`src/rtl/rcc_div_pkg.sv`:
```
// rtl/rcc_div_pkg.sv - shared ratio codes, level conversions, FSM states and defaults
package rcc_div_pkg;

  localparam int DEF_SETTLE_PULSES = 4;
  localparam int DEF_TIMEOUT_CYC   = 2048;

  localparam logic [3:0] DIV_1   = 4'b0000;
  localparam logic [3:0] DIV_2   = 4'b1000;
  localparam logic [3:0] DIV_4   = 4'b1001;
  localparam logic [3:0] DIV_8   = 4'b1010;
  localparam logic [3:0] DIV_16  = 4'b1011;
  localparam logic [3:0] DIV_64  = 4'b1100;
  localparam logic [3:0] DIV_128 = 4'b1101;
  localparam logic [3:0] DIV_256 = 4'b1110;
  localparam logic [3:0] DIV_512 = 4'b1111;

  typedef enum logic [1:0] {
    ST_IDLE,
    ST_STEP,
    ST_SETTLE
  } rcc_state_e;

  // Codes 1xxx are laid out so that the low three bits are simply level-1.
  function automatic logic [3:0] code2lvl(input logic [3:0] code);
    if (code[3]) return {1'b0, code[2:0]} + 4'd1;
    return 4'd0;
  endfunction

  function automatic logic [3:0] lvl2code(input logic [3:0] lvl);
    logic [3:0] w_m1;
    w_m1 = lvl - 4'd1;
    if (lvl == 4'd0) return DIV_1;
    return {1'b1, w_m1[2:0]};
  endfunction

endpackage

```
`src/rtl/rcc_div_settle_mon.sv`:
```
// rtl/rcc_div_settle_mon.sv - counts divider pulses after a step and flags a stalled divider
module rcc_div_settle_mon
  import rcc_div_pkg::*;
#(
  parameter int SETTLE_PULSES = DEF_SETTLE_PULSES,
  parameter int TIMEOUT_CYC   = DEF_TIMEOUT_CYC
) (
  input  logic i_clk,
  input  logic rst,
  input  logic i_clear,
  input  logic i_enable,
  input  logic i_div_en,
  output logic o_settled,
  output logic o_timeout
);

  logic [3:0]  r_pulse_cnt;
  logic [15:0] r_to_cnt;

  always_ff @(posedge i_clk) begin
    if (rst || i_clear) begin
      r_pulse_cnt <= 4'd0;
      r_to_cnt    <= 16'd0;
    end else if (i_enable) begin
      if (i_div_en) begin
        if (r_pulse_cnt != 4'hF) r_pulse_cnt <= r_pulse_cnt + 4'd1;
        r_to_cnt <= 16'd0;
      end else if (r_to_cnt != 16'hFFFF) begin
        r_to_cnt <= r_to_cnt + 16'd1;
      end
    end
  end

  // Both flags fire on the edge that would make the count reach its limit.
  assign o_settled = i_enable && i_div_en && (r_pulse_cnt == 4'(SETTLE_PULSES - 1));
  assign o_timeout = i_enable && !i_div_en && (r_to_cnt >= 16'(TIMEOUT_CYC - 1));

endmodule

```
`src/rtl/rcc_div_ramp_ctrl.sv`:
```
// rtl/rcc_div_ramp_ctrl.sv - ramps the divider select one level at a time toward a requested ratio
module rcc_div_ramp_ctrl
  import rcc_div_pkg::*;
#(
  parameter int SETTLE_PULSES = DEF_SETTLE_PULSES,
  parameter int TIMEOUT_CYC   = DEF_TIMEOUT_CYC
) (
  input  logic       i_clk,
  input  logic       rst,
  input  logic       req_valid,
  input  logic [3:0] req_sel,
  output logic       req_ready,
  input  logic       div_en,
  output logic [3:0] div_sel,
  output logic       busy,
  output logic       done,
  output logic       err
);

  rcc_state_e r_state, w_state_nxt;
  logic [3:0] r_level, w_level_nxt;
  logic [3:0] r_target, w_target_nxt;
  logic [3:0] r_div_sel;
  logic       r_done, w_done_nxt;
  logic       r_err, w_err_nxt;
  logic       w_accept;
  logic [3:0] w_req_lvl;
  logic       w_settled;
  logic       w_timeout;

  rcc_div_settle_mon #(
    .SETTLE_PULSES(SETTLE_PULSES),
    .TIMEOUT_CYC  (TIMEOUT_CYC)
  ) u_settle_mon (
    .i_clk    (i_clk),
    .rst      (rst),
    .i_clear  (r_state == ST_STEP),
    .i_enable (r_state == ST_SETTLE),
    .i_div_en (div_en),
    .o_settled(w_settled),
    .o_timeout(w_timeout)
  );

  assign req_ready = (r_state == ST_IDLE) && !rst;
  assign w_accept  = req_valid && req_ready;
  assign w_req_lvl = code2lvl(req_sel);

  always_comb begin
    w_state_nxt  = r_state;
    w_level_nxt  = r_level;
    w_target_nxt = r_target;
    w_done_nxt   = 1'b0;
    w_err_nxt    = r_err;
    case (r_state)
      ST_IDLE: begin
        if (w_accept) begin
          w_target_nxt = w_req_lvl;
          w_err_nxt    = 1'b0;
          if (w_req_lvl == r_level) w_done_nxt  = 1'b1;
          else                      w_state_nxt = ST_STEP;
        end
      end
      ST_STEP: begin
        w_level_nxt = (r_target > r_level) ? r_level + 4'd1 : r_level - 4'd1;
        w_state_nxt = ST_SETTLE;
      end
      ST_SETTLE: begin
        // A pulse on the timeout edge counts as progress, so settle wins.
        if (w_settled) begin
          if (r_level != r_target) begin
            w_state_nxt = ST_STEP;
          end else begin
            w_state_nxt = ST_IDLE;
            w_done_nxt  = 1'b1;
          end
        end else if (w_timeout) begin
          w_err_nxt   = 1'b1;
          w_state_nxt = ST_IDLE;
        end
      end
      default: w_state_nxt = ST_IDLE;
    endcase
  end

  always_ff @(posedge i_clk) begin
    if (rst) begin
      r_state   <= ST_IDLE;
      r_level   <= 4'd0;
      r_target  <= 4'd0;
      r_div_sel <= DIV_1;
      r_done    <= 1'b0;
      r_err     <= 1'b0;
    end else begin
      r_state   <= w_state_nxt;
      r_level   <= w_level_nxt;
      r_target  <= w_target_nxt;
      r_div_sel <= lvl2code(w_level_nxt);
      r_done    <= w_done_nxt;
      r_err     <= w_err_nxt;
    end
  end

  assign div_sel = r_div_sel;
  assign busy    = (r_state != ST_IDLE);
  assign done    = r_done;
  assign err     = r_err;

endmodule

```
`config.mk`:
```
export PLATFORM = sky130hd
export DESIGN_NAME = rcc_div_ramp_ctrl
export DESIGN_NICKNAME = d
export VERILOG_FILES = /design/src/rtl/rcc_div_pkg.sv /design/src/rtl/rcc_div_settle_mon.sv /design/src/rtl/rcc_div_ramp_ctrl.sv
export SDC_FILE = /design/constraint.sdc
export NUM_CORES = 1
export LEC_CHECK = 0
export BUFFER_PORTS_ARGS = -buffer_cell sky130_fd_sc_hd__clkbuf_2
export CORE_ASPECT_RATIO = 0.5
export CORE_MARGIN = 5
export CORE_UTILIZATION = 35
export CTS_BUF_LIST = sky130_fd_sc_hd__clkbuf_4 sky130_fd_sc_hd__clkbuf_8 sky130_fd_sc_hd__clkbuf_16
export DETAILED_ROUTE_END_ITERATION = 10
export PLACE_DENSITY = 0.54
export SLEW_MARGIN = 10
export SYNTH_ARGS = -nofsm -noshare
export SYNTH_HDL_FRONTEND = slang
export SYNTH_SLANG_ARGS = --single-unit
```
`constraint.sdc`:
```
create_clock -name i_clk -period 3.8 [get_ports i_clk]
set_input_delay 0.76 -clock i_clk [delete_from_list [all_inputs] [get_ports i_clk]]
set_output_delay 0.76 -clock i_clk [all_outputs]
set_load 0.05 [all_outputs]
```
==> summary.md <==
| Metric | Value |
|---|---|
| Synth area leaders | dfxtp_1 (37%), ha_1 (6.4%), nor2_1 (5.2%), xnor2_1 (5.0%), xor2_1 (3.2%) |
| Die Wd | 115 um |
| Met3 wire len | 93 um |
| Worst-margin pin slew | 0.578 ns |
| Antenna diode count | 0 |
| Register area | 721 um^2 |
| Wire length on met2 | 1820 um |
| First-pass DRT Iterations | 4 |
| Grt total ovfl | 0 |
| Starting Density | 35.8% |
| Io pins | 16 |
| Prevailing post-synth register cell | dfxtp_1 |
| Setup CP Type | register to register |
| Total GRT Usage | 11.8% |
| Min cycle time layout | 3.06 ns |
| CTS Sinks | 36 |
| Yosys top cell area share | 37.1% |
| Routed wire length | 3860 um |
| Syn avg cell area | 8.75 um^2 |
| Net count, final | 256 |
| Setup Viol. Count Final | 0 |
| Post-synthesis cell count | 222 |
| DR DRC count | 0 |
| FILL cells | 568 |
| Initial antenna violation count | 0 |
| Resize count post-CTS | 0 |
| Hold Path Class | register to register |
| Crit path DAT | 3.24 ns |
| Netlist Area Pre-Place | 1940 um^2 |
| Clock insertion delay at the later pin of the skew report | 0.28 ns |
| DR top layer | met4 |
| Placeable Area | 5420 um^2 |
| Post-place setup slack | 0.747 ns |
| Hold Slack | 0.506 ns |
| Placer Congestion | 0.767 |
| Fmax | 327 MHz |
| CP required | 3.98 ns |
| #FFs+latches synth | 36 |
| Die area | 7230 um^2 |
| Root buffer cell | clkbuf_8 |
| Sum of negative setup slack | 0 ns |
| # port buffers | 15 |
| Period utilization | 80.5% |
| Fin. Hold Viols | 0 |
| Post-CTS Setup Bufs | 0 |
| CTS Buffer Depth | 2 |
| Startpoint types | register |
| Setup crit end kind | register |
| Area of the multi-input gates | 1170 um^2 |
| Post-synth top area cell | dfxtp_1 |
| Min setup slack post-route | 0.740 ns |
| Final slew viol count | 0 |
| Die Y | 62.7 um |
| CTS tree | built |
| Top-count cell post-synth | dfxtp_1 |
| First-pass GRT wire length | 6940 um |
| Routed len/inst | 12.4 um |
| Vias in the first global route | 1,594 |
| Met1 Wirelength | 1910 um |
| Asr flop ratio synth | 0% |
| Layout cells sized above 1 | 13.0% |
| P&R area growth vs syn | 12.1% |
| Cell variety after synth | 47 |
| Rel. slew slack | 61.5% |
| Rows | 19 |
| Antenna Nets Post-Route | 0 |
| Top cells by count, synth | dfxtp_1 (36), nor2_1 (27), nand2_1 (15) |
| HPWL after DPL | 2860 um |
| Status | complete, no violations |
| Total clock buffers created by CTS | 5 |
| Initial DRC count | 107 |
| Hold-fix buffers, CTS | 0 |
| Leakage power | 0.837 nW |
| Register clock-pin slew on the reported worst setup and hold paths | 0.07 ns |
| # H-tree levels | 2 |
| EDFF count, synth | 0 |
| Max VDD drop | 0.169 mV |
| Synth warnings | 0 |
| Largest net degree at the start of global routing | 20 |
| Seq/Total Area, Yosys | 37.1% |
| Critical path peak fanout | 6 |
| Post-synthesis net count | 241 |
| Detailed-route via count | 1,600 |
| Pwr Total | 0.908 mW |
| RSZ-0062 raised after global routing | false |
| P per Cell Area | 417 nW/um^2 |
| Max cap viols | 0 |
| Worst Skew | 0.00453 ns |
| DR vias/cell | 5.14 |
-- metal layers --
layer  GRT usage (%)  vias up
met1            14.2      752
met5               0        -
li1                -      836
met2            19.7       10
met3            3.19        2
met4            4.83        0
-- logic make-up after synthesis --
logic type / share of synthesized area [%]
xor+xnor: 8.11
fa+ha+maj: 7.47
buf+inv: 2.83
mux: 2.64
simple gates: 26.4
compound gates: 15.5
flops: 37.1
-- power breakdown --
group / switching [mW] / internal, mW
Combinational: 0.136 / 0.0719
Clock: 0.133 / 0.162
Sequential: 0.0110 / 0.394
Total: 0.280 / 0.628
-- layout make-up --
type	instances	area share, %
timing repair buffer	15	3.45
tap	73	4.19
sequential	36	33.1
inverter	7	1.21
multi-input combinational	172	53.6
clock buffer	8	4.48
-- per-stage QoR --
stage | area, um^2 | instances | utilization (%)
finish | 2180 | 311 | 40.2
global route | 2180 | 311 | 40.2
CTS | 2180 | 311 | 40.2
detailed placement | 2080 | 303 | 38.4
global placement | 2080 | 303 | 38.4
floorplan | 1940 | 222 | -
-- critical path: stages, from the launching register on --
cell and delay (ns):
dfxtp_1 0.45, inv_1 0.12, ha_1 0.37, a21oi_1 0.24, a21oi_1 0.14, fa_1 0.49
nor2_1 0.04, a21oi_1 0.20, ha_1 0.21, nor2b_1 0.22, nand4b_1 0.11, mux2_2 0.28
o311ai_0 0.09
-- final timing paths --
| kind | from | endpoint | slack (ns) | cells after the start |
|---|---|---|---|---|
| setup / recovery | r_level[3] | div_sel[2] | 0.74 | 12 |
| hold / removal | err | err | 0.51 | 2 |
| setup reg to reg | r_level[3] | div_sel[2] | 0.74 | 12 |
| hold reg to reg | err | err | 0.51 | 2 |
-- layout by cell type, fill, tap and decap left out, types with 4 or more instances in the layout --
| cell | n |
|---|---|
| a21oi_1 | 12 |
| a31oi_1 | 4 |
| and2_1 | 4 |
| and3_1 | 7 |
| and4_1 | 4 |
| clkbuf_2 | 15 |
| clkbuf_8 | 6 |
| dfxtp_1 | 36 |
| ha_1 | 10 |
| inv_1 | 7 |
| mux2i_1 | 4 |
| nand2_1 | 15 |
| nand2b_1 | 5 |
| nand4_1 | 9 |
| nor2_1 | 27 |
| nor3_1 | 7 |
| o21ai_0 | 6 |
| xnor2_1 | 11 |
| xor2_1 | 7 |
-- state kept, by name, indices dropped and copies added (netlist names) --
name                      flops
u_settle_mon.r_pulse_cnt      4
err                           1
r_target                      4
div_sel                       4
r_level                       4
u_settle_mon.r_to_cnt        16
r_state                       2
done                          1
(Power assumes the default switching activity.)
